File: src/rtl/lfsr_step_ctrl.sv
// Command-driven sequencer for the 8-bit display LFSR: load seed, step N, free-run, stop.
// Define LFSR_ZERO_SEED_GUARD_EN to replace an all-zero seed with 8'h01 on LOAD.
module lfsr_step_ctrl #(
  parameter int          DIV_W    = 32,
  parameter int          CNT_W    = 16,
  parameter logic [7:0]  SEED_RST = 8'h01
) (
  input  logic             clk,
  input  logic             rst,
  input  logic             cmd_valid,
  output logic             cmd_ready,
  input  logic [1:0]       cmd_op,
  input  logic [CNT_W-1:0] cmd_arg,
  input  logic [DIV_W-1:0] div_val,
  output logic             lfsr_load,
  output logic [7:0]       lfsr_seed,
  output logic             lfsr_step,
  output logic             busy,
  output logic             done,
  output logic [1:0]       state_o
);

  typedef enum logic [1:0] {
    S_IDLE = 2'b00,
    S_LOAD = 2'b01,
    S_STEP = 2'b10,
    S_RUN  = 2'b11
  } state_e;

  localparam logic [1:0] OP_STOP = 2'b00;
  localparam logic [1:0] OP_LOAD = 2'b01;
  localparam logic [1:0] OP_STEP = 2'b10;
  localparam logic [1:0] OP_RUN  = 2'b11;

  state_e           state_q, state_d;
  logic [DIV_W-1:0] tick_q, tick_d;
  logic [DIV_W-1:0] div_q, div_d;
  logic [CNT_W-1:0] rem_q, rem_d;
  logic [7:0]       seed_q, seed_d;
  logic             zdone_q, zdone_d;

  logic             ready_s, accept_s, active_s, tick_s;
  logic             load_s, step_s, done_s;
  logic [DIV_W-1:0] div_in_s;
  logic [7:0]       seed_in_s;

  assign ready_s  = (state_q == S_IDLE) || (state_q == S_RUN);
  assign accept_s = cmd_valid && ready_s;
  assign active_s = (state_q == S_STEP) || (state_q == S_RUN);
  assign tick_s   = active_s && (tick_q == (div_q - DIV_W'(1)));
  assign div_in_s = (div_val == '0) ? DIV_W'(1) : div_val;

`ifdef LFSR_ZERO_SEED_GUARD_EN
  // An all-zero seed would lock the XOR LFSR, so substitute the smallest live value.
  assign seed_in_s = (cmd_arg[7:0] == 8'h00) ? 8'h01 : cmd_arg[7:0];
`else
  assign seed_in_s = cmd_arg[7:0];
`endif

  always_comb begin
    state_d = state_q;
    div_d   = div_q;
    rem_d   = rem_q;
    seed_d  = seed_q;
    zdone_d = 1'b0;
    load_s  = 1'b0;
    step_s  = 1'b0;
    done_s  = zdone_q;
    if (tick_s) begin
      tick_d = '0;
    end else if (active_s) begin
      tick_d = tick_q + DIV_W'(1);
    end else begin
      tick_d = '0;
    end

    case (state_q)
      S_IDLE: begin
        state_d = S_IDLE;
      end
      S_LOAD: begin
        load_s  = 1'b1;
        done_s  = 1'b1;
        state_d = S_IDLE;
      end
      S_STEP: begin
        if (tick_s) begin
          step_s = 1'b1;
          rem_d  = rem_q - CNT_W'(1);
          if (rem_q == CNT_W'(1)) begin
            done_s  = 1'b1;
            state_d = S_IDLE;
          end else begin
            state_d = S_STEP;
          end
        end else begin
          state_d = S_STEP;
        end
      end
      S_RUN: begin
        // A command accepted here preempts the run, so its tick is swallowed.
        step_s = tick_s && !accept_s;
      end
      default: begin
        state_d = S_IDLE;
      end
    endcase

    if (accept_s) begin
      case (cmd_op)
        OP_STOP: state_d = S_IDLE;
        OP_LOAD: begin
          state_d = S_LOAD;
          seed_d  = seed_in_s;
        end
        OP_STEP: begin
          div_d  = div_in_s;
          tick_d = '0;
          if (cmd_arg == '0) begin
            state_d = S_IDLE;
            zdone_d = 1'b1;
          end else begin
            state_d = S_STEP;
            rem_d   = cmd_arg;
          end
        end
        OP_RUN: begin
          div_d   = div_in_s;
          tick_d  = '0;
          state_d = S_RUN;
        end
        default: state_d = S_IDLE;
      endcase
    end else begin
      zdone_d = 1'b0;
    end
  end

  always_ff @(posedge clk or posedge rst) begin
    if (rst) begin
      state_q <= S_IDLE;
      tick_q  <= '0;
      div_q   <= DIV_W'(1);
      rem_q   <= '0;
      seed_q  <= SEED_RST;
      zdone_q <= 1'b0;
    end else begin
      state_q <= state_d;
      tick_q  <= tick_d;
      div_q   <= div_d;
      rem_q   <= rem_d;
      seed_q  <= seed_d;
      zdone_q <= zdone_d;
    end
  end

  assign cmd_ready = ready_s;
  assign lfsr_load = load_s;
  assign lfsr_seed = seed_q;
  assign lfsr_step = step_s;
  assign busy      = (state_q != S_IDLE);
  assign done      = done_s;
  assign state_o   = state_q;

endmodule

File: config.mk
export PLATFORM = sky130hd
export DESIGN_NAME = lfsr_step_ctrl
export DESIGN_NICKNAME = d
export VERILOG_FILES = /design/src/rtl/lfsr_step_ctrl.sv
export SDC_FILE = /design/constraint.sdc
export NUM_CORES = 1
export LEC_CHECK = 0
export BUFFER_PORTS_ARGS = -buffer_cell sky130_fd_sc_hd__buf_2
export CAP_MARGIN = 0
export CORE_MARGIN = 1
export CORE_UTILIZATION = 40
export CTS_BUF_LIST = sky130_fd_sc_hd__clkbuf_8
export DETAILED_ROUTE_END_ITERATION = 7
export PLACE_DENSITY = 0.55
export SLEW_MARGIN = 15
export SYNTH_ARGS = -nofsm -noshare
export SYNTH_HDL_FRONTEND = slang
export SYNTH_SLANG_ARGS = --single-unit
File: constraint.sdc
create_clock -name clk -period 3.7 [get_ports clk]
set_clock_uncertainty 0.1 [all_clocks]
set_input_delay 0.74 -clock clk [delete_from_list [all_inputs] [get_ports clk]]
set_output_delay 0.74 -clock clk [all_outputs]
set_load 0.01 [all_outputs]
==> results.sh, run 1 <==
export IMPL_yosysUniqueCellTypes=63
export IMPL_startpoint_type="register"
export IMPL_drc=0
export IMPL_synthesis_area_sq_um=5610
export IMPL_period_needed_ns=3.72
export IMPL_place_ws_ns=-0.0252
export IMPL_fp_dieH_microns=120
export IMPL_layout_commonest_cell="dfrtp_1"
export IMPL_combPwrFrac_pct=47.9
export IMPL_grt_pass1_vias=4774
export IMPL_status="complete, but fails checks"
export IMPL_cts_made_buffers=9
export IMPL_p_sw_share_pct=42.0
export IMPL_area_growth_pct=21.4
export IMPL_finalNetCount=747
export IMPL_leakage_uw=0.00281
export IMPL_grt_total_usage_pct=21.1
export IMPL_drive_above_1_share_pct=30.8
export IMPL_grt_ovfl_total=0
export IMPL_seq_area_frac_synth_pct=40.6
export IMPL_drt_wl_total_mm=14.3
export IMPL_cts_hold_buf=0
export IMPL_max_freq_ghz=0.269
export IMPL_synth_seq_cells=91
export IMPL_cts_root_buf="clkbuf_8"
export IMPL_ys_flop_type="dfrtp_1"
export IMPL_pwr_density_cell_nw_per_um2=676
export IMPL_vias=4769
export IMPL_power_frac_clock_pct=15.2
export IMPL_clk_insertion_delay_late_ns=0.38
export IMPL_antenna_found_initial=0
export IMPL_crit_fanout=5
export IMPL_arrival_ns=2.88
export IMPL_fin_setup_tns_ns=-0.0196
export IMPL_holdWs_ns=0.299
export IMPL_initial_core_util_pct=41.7
export IMPL_yosysWarnings=0
export IMPL_finalSetupViolations=1
export IMPL_place_inst=835
export IMPL_violations="negative setup slack"
export IMPL_syn_nets=646
export IMPL_cp_startpoint="div_q[0]$_DFFE_PP1P_"
export IMPL_core_region_area_sq_um=13500
export IMPL_endpoint_kind="output pin"
export IMPL_hpwl_mm=10.7
export IMPL_switchingPower_uw=1940
export IMPL_clk_pin_slew_ns=0.10
export IMPL_drv_slew=0
export IMPL_cts_htree_levels=3
export IMPL_cts_tree="done"
export IMPL_async_reset_ff_share_pct=100
export IMPL_crit_type="reg -> out"
export IMPL_ant_nets=0
export IMPL_rsz0062_at_grt="true"
export IMPL_grt_pass1_wl_mm=23.8
export IMPL_worst_slack_ns=-0.0196
export IMPL_timing_rr_start="div_q[0]$_DFFE_PP1P_"
export IMPL_hp_class="in -> async"
export IMPL_drt_iter0_drc=296
export IMPL_required_ns=2.86
export IMPL_gp_congestion=0.921
export IMPL_grt_max_degree=92
export IMPL_routed_via_density=5.50
export IMPL_syn_inst=585
export IMPL_rows=42
export IMPL_synth_edf_count=0
export IMPL_clock_sinks=91
export IMPL_clk_path_buf_depth=2
export IMPL_io_buffers=67
export IMPL_num_io_pins=68
export IMPL_timing_final_crit_share_pct=101
export IMPL_dr_pass1_iters=4
export IMPL_synth_area_per_cell_sq_um=9.59
export IMPL_wl_per_cell_microns=16.5
export IMPL_drv_cap=0
export IMPL_relSlewSlack_pct=50.4
export IMPL_die_area_sq_um=14500
export IMPL_irDropWorstVdd_mv=0.326
export IMPL_final_cells=867
export IMPL_pwr_share_seq_pct=36.9
export IMPL_layout_common_cells="dfrtp_1, nor2_1, buf_2"
export IMPL_fp_dieW_microns=120
export IMPL_tightest_slew_ns=0.737
export IMPL_p_int_uw=2670
export IMPL_final_hold_viol_count=0
export IMPL_antennaDiodeCount=0
==> through the flow <==
step	area [sq um]	power (uW)	utilization (%)
2_1_floorplan	5610	3040	-
4_1_cts	6700	4550	49.8
3_5_place_dp	6280	3700	46.7
6_report	6820	4610	50.7
3_3_place_gp	6280	3660	46.7
5_1_grt	6820	4940	50.7
==> area by class of cell <==
| type | count | area (sq um) |
|---|---|---|
| fillers | 1287 | 6640 |
| multi-input cells | 456 | 3360 |
| flip-flops and latches | 91 | 2280 |
| repair buffers | 110 | 687 |
| well taps | 176 | 220 |
| clock buffers | 10 | 138 |
| inverters | 18 | 68.8 |
| clock inverters | 6 | 65.1 |
==> sequential cells by signal (all words and copies together), names as in the netlist <==
signal     count
state_o        2
lfsr_seed      8
div_q         32
tick_q        32
zdone_q        1
rem_q         16
==> cell usage after synthesis, types with 3 or more instances <==
master	count	area [sq um]
and3_1	12	75.1
a211oi_1	5	37.5
nor4_1	17	106
inv_1	18	67.6
nor3_1	13	65.1
o2111ai_1	3	26.3
a21oi_1	16	80.1
xnor2_1	35	307
and2_1	5	31.3
buf_6	3	33.8
nand4_1	20	125
nand3_1	20	100
dfrtp_1	89	2230
a31oi_1	14	87.6
o31a_1	3	26.3
a2111oi_0	3	26.3
nand2b_1	9	56.3
buf_2	4	20.0
clkbuf_1	13	48.8
xor2_1	36	315
o21ai_0	11	55.1
or3_1	13	81.3
o211ai_1	4	30.0
o31ai_1	5	37.5
nand2_1	30	113
nand4b_1	3	26.3
nor4_2	4	50.1
or4_1	6	45.0
ha_1	8	100
and4_1	4	35.0
a211o_1	3	26.3
nor2_1	77	289
mux2_2	41	462
==> worst max-delay path, cell delays in order (launching register included) <==
cell,delay (ns)
dfstp_2,0.38
buf_4,0.15
nor4_4,0.42
buf_4,0.20
nand4_1,0.11
xnor2_1,0.22
nand4_1,0.17
nor4_4,0.34
nand3_2,0.16
nor2_4,0.12
o31a_1,0.12
buf_2,0.12
==> path summary, 6_finish.rpt <==
path | endpoint | slack (ns) | depth (start not counted)
worst max register to register | rem_q[10]$_DFF_PP0_ | 0.15 | 11
worst min-delay path | rem_q[13]$_DFF_PP0_ | 0.30 | 3
min in group clk | div_q[0]$_DFFE_PP1P_ | 0.41 | 2
worst max-delay path | done | -0.02 | 11
max in group asynchronous | div_q[0]$_DFFE_PP1P_ | 2.71 | 3
worst min register to register | div_q[0]$_DFFE_PP1P_ | 0.41 | 2
==> power groups by stage <==
stage	clock [uW]	combinational (uW)	sequential, uW
floorplan	0	1360	1680
CTS	725	2120	1700
global placement	0	1960	1700
finish	700	2210	1700
detailed placement	0	1990	1710
global route	760	2420	1750
==> kinds of logic after synthesis <==
group	synth area share, %
muxes	8.58
and+or+nand+nor	25.0
buffers and inverters	3.03
adders and majority gates	1.78
DFF	40.6
AOI/OAI and AO/OA	9.90
xor gates and xnor gates	11.1
==> metal layers <==
layer	up-vias	global-route usage [%]	routed length, microns
met5	-	0	0
met4	0	5.86	172
met3	11	4.58	550
met2	93	34.3	6790
met1	2325	28.3	6790
li1	2340	-	-
==> timing repair <==
| item | CTS | global route |
|---|---|---|
| setup buffers | 11 | 5 |
| gates cloned | 0 | 0 |
| endpoints found under the setup margin | 2 | 5 |
| gates resized for setup | 29 | 14 |
| pin swaps | 10 | 7 |
(Power assumes the default switching activity.)
==> run 2, diff against run 1 <==
CORE_UTILIZATION = 51   (was 40)
PLACE_DENSITY = 0.68   (was 0.55)
TNS_END_PERCENT = 1   (was unset)
==> results.sh, run 2 (synthesis gave the netlist of run 1 again) <==
export IMPL_status="complete, but fails checks"
export IMPL_violations="negative setup slack"
export IMPL_combPwrFrac_pct=45.8
export IMPL_fillerInstances=843
export IMPL_p_int_uw=2770
export IMPL_postPlaceCellArea_sq_um=6160
export IMPL_p_sw_share_pct=41.8
export IMPL_grt_ovfl_total=0
export IMPL_drv_cap=0
export IMPL_drt_iter0_drc=201
export IMPL_routed_via_density=5.91
export IMPL_multi_input_area_sq_um=3430
export IMPL_area_growth_pct=22.5
export IMPL_crit_type="reg -> out"
export IMPL_timing_final_crit_share_pct=103
export IMPL_layout_common_cells="dfrtp_1, nor2_1, buf_2"
export IMPL_required_ns=2.86
export IMPL_reg_top3="div_q: 32 flops, tick_q: 32 flops, rem_q: 16 flops"
export IMPL_worst_slack_ns=-0.0998
export IMPL_die_area_sq_um=11400
export IMPL_grt_max_degree=49
export IMPL_cts_htree_levels=3
export IMPL_crit_fanout=7
export IMPL_vias=4891
export IMPL_grt_pass1_vias=4787
export IMPL_drc=0
export IMPL_startpoint_type="register"
export IMPL_antenna_found_initial=0
export IMPL_final_hold_viol_count=0
export IMPL_cpLargestDelayFamily="simple AND/OR/NAND/NOR gates"
export IMPL_relSlewSlack_pct=48.2
export IMPL_io_buffers=67
export IMPL_gp_congestion=0.901
export IMPL_power_frac_clock_pct=17.1
export IMPL_pwr_density_cell_nw_per_um2=693
export IMPL_hpwl_mm=10.3
export IMPL_endpoint_kind="output pin"
export IMPL_dr_pass1_iters=5
export IMPL_grt_total_usage_pct=26.6
export IMPL_period_needed_ns=3.80
export IMPL_cp_slowest_cell="dfrtp_1"
export IMPL_utilization_pct=65.4
export IMPL_pwr_share_seq_pct=37.1
export IMPL_initial_core_util_pct=53.4
export IMPL_cts_tree="done"
export IMPL_drive_above_1_share_pct=32.1
export IMPL_hp_class="in -> async"
export IMPL_drv_slew=0
export IMPL_core_region_area_sq_um=10500
export IMPL_tightest_slew_ns=0.777
export IMPL_layout_commonest_cell="dfrtp_1"
export IMPL_clock_sinks=91
export IMPL_leakage_uw=0.00285
export IMPL_fp_dieH_microns=107
export IMPL_crit_buf_inv=1
export IMPL_seqCellArea_sq_um=2280
export IMPL_drt_wl_total_mm=14.4
export IMPL_crit_chain="nor4_4, nand4_1, o31a_1, a211oi_2, nor4bb_4, nand3_2, nor2_4, o31a_1, buf_2"
export IMPL_num_io_pins=68
export IMPL_clk_path_buf_depth=2
export IMPL_antennaDiodeCount=0
export IMPL_rows=37
export IMPL_clk_insertion_delay_late_ns=0.39
export IMPL_cts_hold_buf=0
export IMPL_fp_dieW_microns=107
export IMPL_cts_made_buffers=9
export IMPL_arrival_ns=2.96
export IMPL_critical_path_max_stage_delay_ns=0.50
export IMPL_rsz0062_at_grt="true"
export IMPL_clk_pin_slew_ns=0.09
export IMPL_ant_nets=0
export IMPL_switchingPower_uw=1990
export IMPL_wl_per_cell_microns=17.4
export IMPL_stdcell_area_sq_um=6870
export IMPL_finalNetCount=747
export IMPL_irDropWorstVdd_mv=0.390
export IMPL_crit_top_cell="o31a_1"
export IMPL_grt_pass1_wl_mm=23.5
export IMPL_cts_root_buf="clkbuf_8"
export IMPL_finalSetupViolations=2
export IMPL_max_freq_ghz=0.263
export IMPL_p_total_uw=4760
-- run 2: final timing paths --
check / startpoint / endpoint / slack, ns / depth (start not counted)
worst max-delay path: div_q[5]$_DFFE_PP0P_ / done / -0.1 / 9
worst min register to register: div_q[0]$_DFFE_PP1P_ / div_q[0]$_DFFE_PP1P_ / 0.40 / 2
worst max register to register: div_q[15]$_DFFE_PP0P_ / rem_q[12]$_DFF_PP0_ / -0.05 / 19
worst min-delay path: rst / tick_q[29]$_DFF_PP0_ / 0.36 / 2
max in group asynchronous: rst / div_q[0]$_DFFE_PP1P_ / 2.38 / 3
min in group clk: div_q[0]$_DFFE_PP1P_ / div_q[0]$_DFFE_PP1P_ / 0.40 / 2
-- run 2: power groups by stage --
stage,clock [uW],combinational [uW],sequential (uW)
finish,815,2180,1770
CTS,832,2110,1760
detailed placement,0,1880,1750
global placement,0,1840,1720
global route,867,2360,1820
floorplan,0,1360,1680
-- run 2: layout make-up --
class / instances / share of cell area, %
timing repair buffer: 110 / 9.96
multi-input combinational: 456 / 49.9
tap: 136 / 2.48
inverter: 18 / 1.00
clock inverter: 7 / 1.68
sequential: 91 / 33.2
clock buffer: 9 / 1.80
-- run 2: worst reg2reg max path, cell delays in order, from the launching register on --
cell and delay [ns]:
dfrtp_2 0.48, or4_4 0.59, nor2_4 0.14, buf_4 0.15, a211oi_1 0.08, a31oi_2 0.27, nor4_2 0.11, buf_4 0.15
buf_4 0.12, buf_4 0.12, buf_4 0.12, buf_4 0.12, buf_4 0.12, buf_4 0.12, buf_4 0.12, buf_4 0.12
buf_4 0.12, nand4_1 0.12, mux2_2 0.35, nand3_1 0.08
-- run 2: timing repair --
item,4_1_cts,5_1_grt
gates resized for setup,41,16
setup endpoints to repair,2,6
pin swaps,15,11
buffers inserted,23,3
-- run 2: layer usage --
layer  GRT usage, %  part of all wire, %  vias to the layer above
li1               -                    -                     2334
met1           33.5                   43                     2369
met2           44.2                   49                      154
met3           6.38                  5.1                       34
met4           10.1                  2.3                        0
met5              0                    0                        -
-- run 2: metrics by stage --
| step | setup slack [ns] | cells | TNS [ns] | hold slack, ns |
|---|---|---|---|---|
| 2_1_floorplan | 0.396 | 585 | 0 | 0.390 |
| 3_3_place_gp | 0.149 | 785 | 0 | 0.386 |
| 3_5_place_dp | 0.0388 | 785 | 0 | 0.391 |
| 4_1_cts | -0.00678 | 824 | -0.00681 | 0.378 |
| 5_1_grt | -0.240 | 827 | -0.599 | 0.421 |
| 6_report | -0.0998 | 827 | -0.145 | 0.358 |
==> run 3, diff against run 2 <==
CORE_UTILIZATION = 49   (was 51)
HOLD_SLACK_MARGIN = 0.03   (was unset)
PLACE_DENSITY = 0.66   (was 0.68)
==> results.sh, run 3 (synthesis gave the netlist of run 1 again) <==
export IMPL_worst_slack_ns=-0.0286
export IMPL_leakage_uw=0.00279
export IMPL_die_area_sq_um=11900
export IMPL_p_total_uw=4690
export IMPL_period_needed_ns=3.73
export IMPL_layout_common_cells="dfrtp_1, nor2_1, buf_2"
export IMPL_grt_pass1_wl_mm=22.6
export IMPL_cts_htree_levels=3
export IMPL_rr_worst_depth=12
export IMPL_reg_top3="div_q: 32 flops, tick_q: 32 flops, rem_q: 16 flops"
export IMPL_area_growth_pct=21.6
export IMPL_io_buffers=67
export IMPL_grt_total_usage_pct=25.1
export IMPL_p_int_uw=2700
export IMPL_core_region_area_sq_um=11000
export IMPL_endpoint_kind="output pin"
export IMPL_drv_slew=0
export IMPL_gp_congestion=0.905
export IMPL_drc=0
export IMPL_finalSetupViolations=2
export IMPL_crit_fanout=5
export IMPL_drt_wl_total_mm=14.1
export IMPL_irDropWorstVdd_mv=0.366
export IMPL_violations="negative setup slack"
export IMPL_antennaDiodeCount=0
export IMPL_finalNetCount=739
export IMPL_cp_slowest_cell="or4_4"
export IMPL_antenna_found_initial=0
export IMPL_clk_insertion_delay_late_ns=0.38
export IMPL_clock_sinks=91
export IMPL_grt_pass1_vias=4560
export IMPL_arrival_ns=2.89
export IMPL_cts_hold_buf=0
export IMPL_cts_tree="done"
export IMPL_clk_pin_slew_ns=0.09
export IMPL_num_io_pins=68
export IMPL_ant_nets=0
export IMPL_initial_core_util_pct=51.1
export IMPL_wl_per_cell_microns=17.1
export IMPL_hpwl_mm=10.3
export IMPL_tightest_slew_ns=0.865
export IMPL_drive_above_1_share_pct=31.2
export IMPL_rows=38
export IMPL_combPwrFrac_pct=46.1
export IMPL_utilization_pct=62.2
export IMPL_pwr_density_cell_nw_per_um2=687
export IMPL_place_ws_ns=0.0769
export IMPL_critical_path_max_stage_delay_ns=0.58
export IMPL_place_inst=789
export IMPL_relSlewSlack_pct=42.3
export IMPL_drv_cap=0
export IMPL_cts_root_buf="clkbuf_8"
export IMPL_crit_type="reg -> out"
export IMPL_required_ns=2.86
export IMPL_pwr_share_seq_pct=37.9
export IMPL_rsz0062_at_grt="true"
export IMPL_vias=4817
export IMPL_switchingPower_uw=1990
export IMPL_power_frac_clock_pct=16.0
export IMPL_fp_dieW_microns=109
export IMPL_grt_max_degree=51
export IMPL_cts_made_buffers=9
export IMPL_layout_commonest_cell="dfrtp_1"
export IMPL_grt_ovfl_total=0
export IMPL_max_freq_ghz=0.268
export IMPL_crit_chain="or4_4, nor3_4, nand4_1, xnor2_1, nor4bb_4, nand3_2, nor2_4, o31a_1, buf_6"
export IMPL_p_sw_share_pct=42.5
export IMPL_routed_via_density=5.85
export IMPL_drt_iter0_drc=306
export IMPL_status="complete, but fails checks"
export IMPL_startpoint_type="register"
export IMPL_timing_final_crit_share_pct=101
export IMPL_final_hold_viol_count=0
export IMPL_final_cells=823
export IMPL_hp_class="in -> async"
export IMPL_clk_path_buf_depth=2
export IMPL_dr_pass1_iters=5
export IMPL_fp_dieH_microns=109
run 3: area by class of cell:
class	instances	area, sq um
Clock buffer	9	124
Clock inverter	7	93.8
Fill cell	913	4160
Inverter	18	68.8
Multi-Input combinational cell	456	3470
Sequential cell	91	2280
Tap cell	140	175
Timing Repair Buffer	102	614
run 3: power groups by stage:
stage | combinational (uW) | sequential, uW | clock (uW)
6_report | 2160 | 1780 | 748
2_1_floorplan | 1360 | 1680 | 0
5_1_grt | 2350 | 1840 | 801
4_1_cts | 1960 | 1760 | 767
3_3_place_gp | 1810 | 1730 | 0
3_5_place_dp | 1850 | 1760 | 0
run 3: metrics by stage:
stage	hold slack [ns]	setup TNS (ns)	instance area (sq um)
after detailed placement	0.392	0	6150
after floorplan	0.390	0	5610
final	0.393	-0.0487	6830
after global routing	0.432	-0.623	6830
after CTS	0.406	-0.109	6570
after global placement	0.385	0	6150
run 3: path summary, 6_finish.rpt:
path	start	endpoint	slack, ns
worst max-delay path	div_q[25]$_DFFE_PP0P_	done	-0.03
worst min-delay path	rst	tick_q[2]$_DFF_PP0_	0.39
worst max register to register	div_q[1]$_DFFE_PP0P_	rem_q[10]$_DFF_PP0_	0.01
worst min register to register	lfsr_seed[5]$_DFFE_PP0P_	lfsr_seed[5]$_DFFE_PP0P_	0.41
max in group asynchronous	rst	tick_q[29]$_DFF_PP0_	2.25
min in group clk	lfsr_seed[5]$_DFFE_PP0P_	lfsr_seed[5]$_DFFE_PP0P_	0.41
run 3: critical path: cells and delay by family (launching register included):
kind,cells,cell delay [ns]
xor+xnor,1,0.21
buf+inv,1,0.11
flops,1,0.43
compound gates,1,0.16
simple gates,6,1.60
run 3: timing repair:
action,CTS,global route
pin swaps,10,19
endpoints found under the setup margin,2,5
buffers inserted,11,7
resized for setup,25,37
run 3: layer usage:
| layer | routed length (microns) | track usage [%] | share of wire, % | vias to the layer above |
|---|---|---|---|---|
| met5 | 0 | 0 | 0 | - |
| met4 | 286 | 8.78 | 2.0 | 0 |
| met3 | 612 | 5.08 | 4.3 | 22 |
| met2 | 6670 | 39.1 | 47 | 121 |
| met1 | 6550 | 34.5 | 46 | 2359 |
| li1 | - | - | - | 2315 |
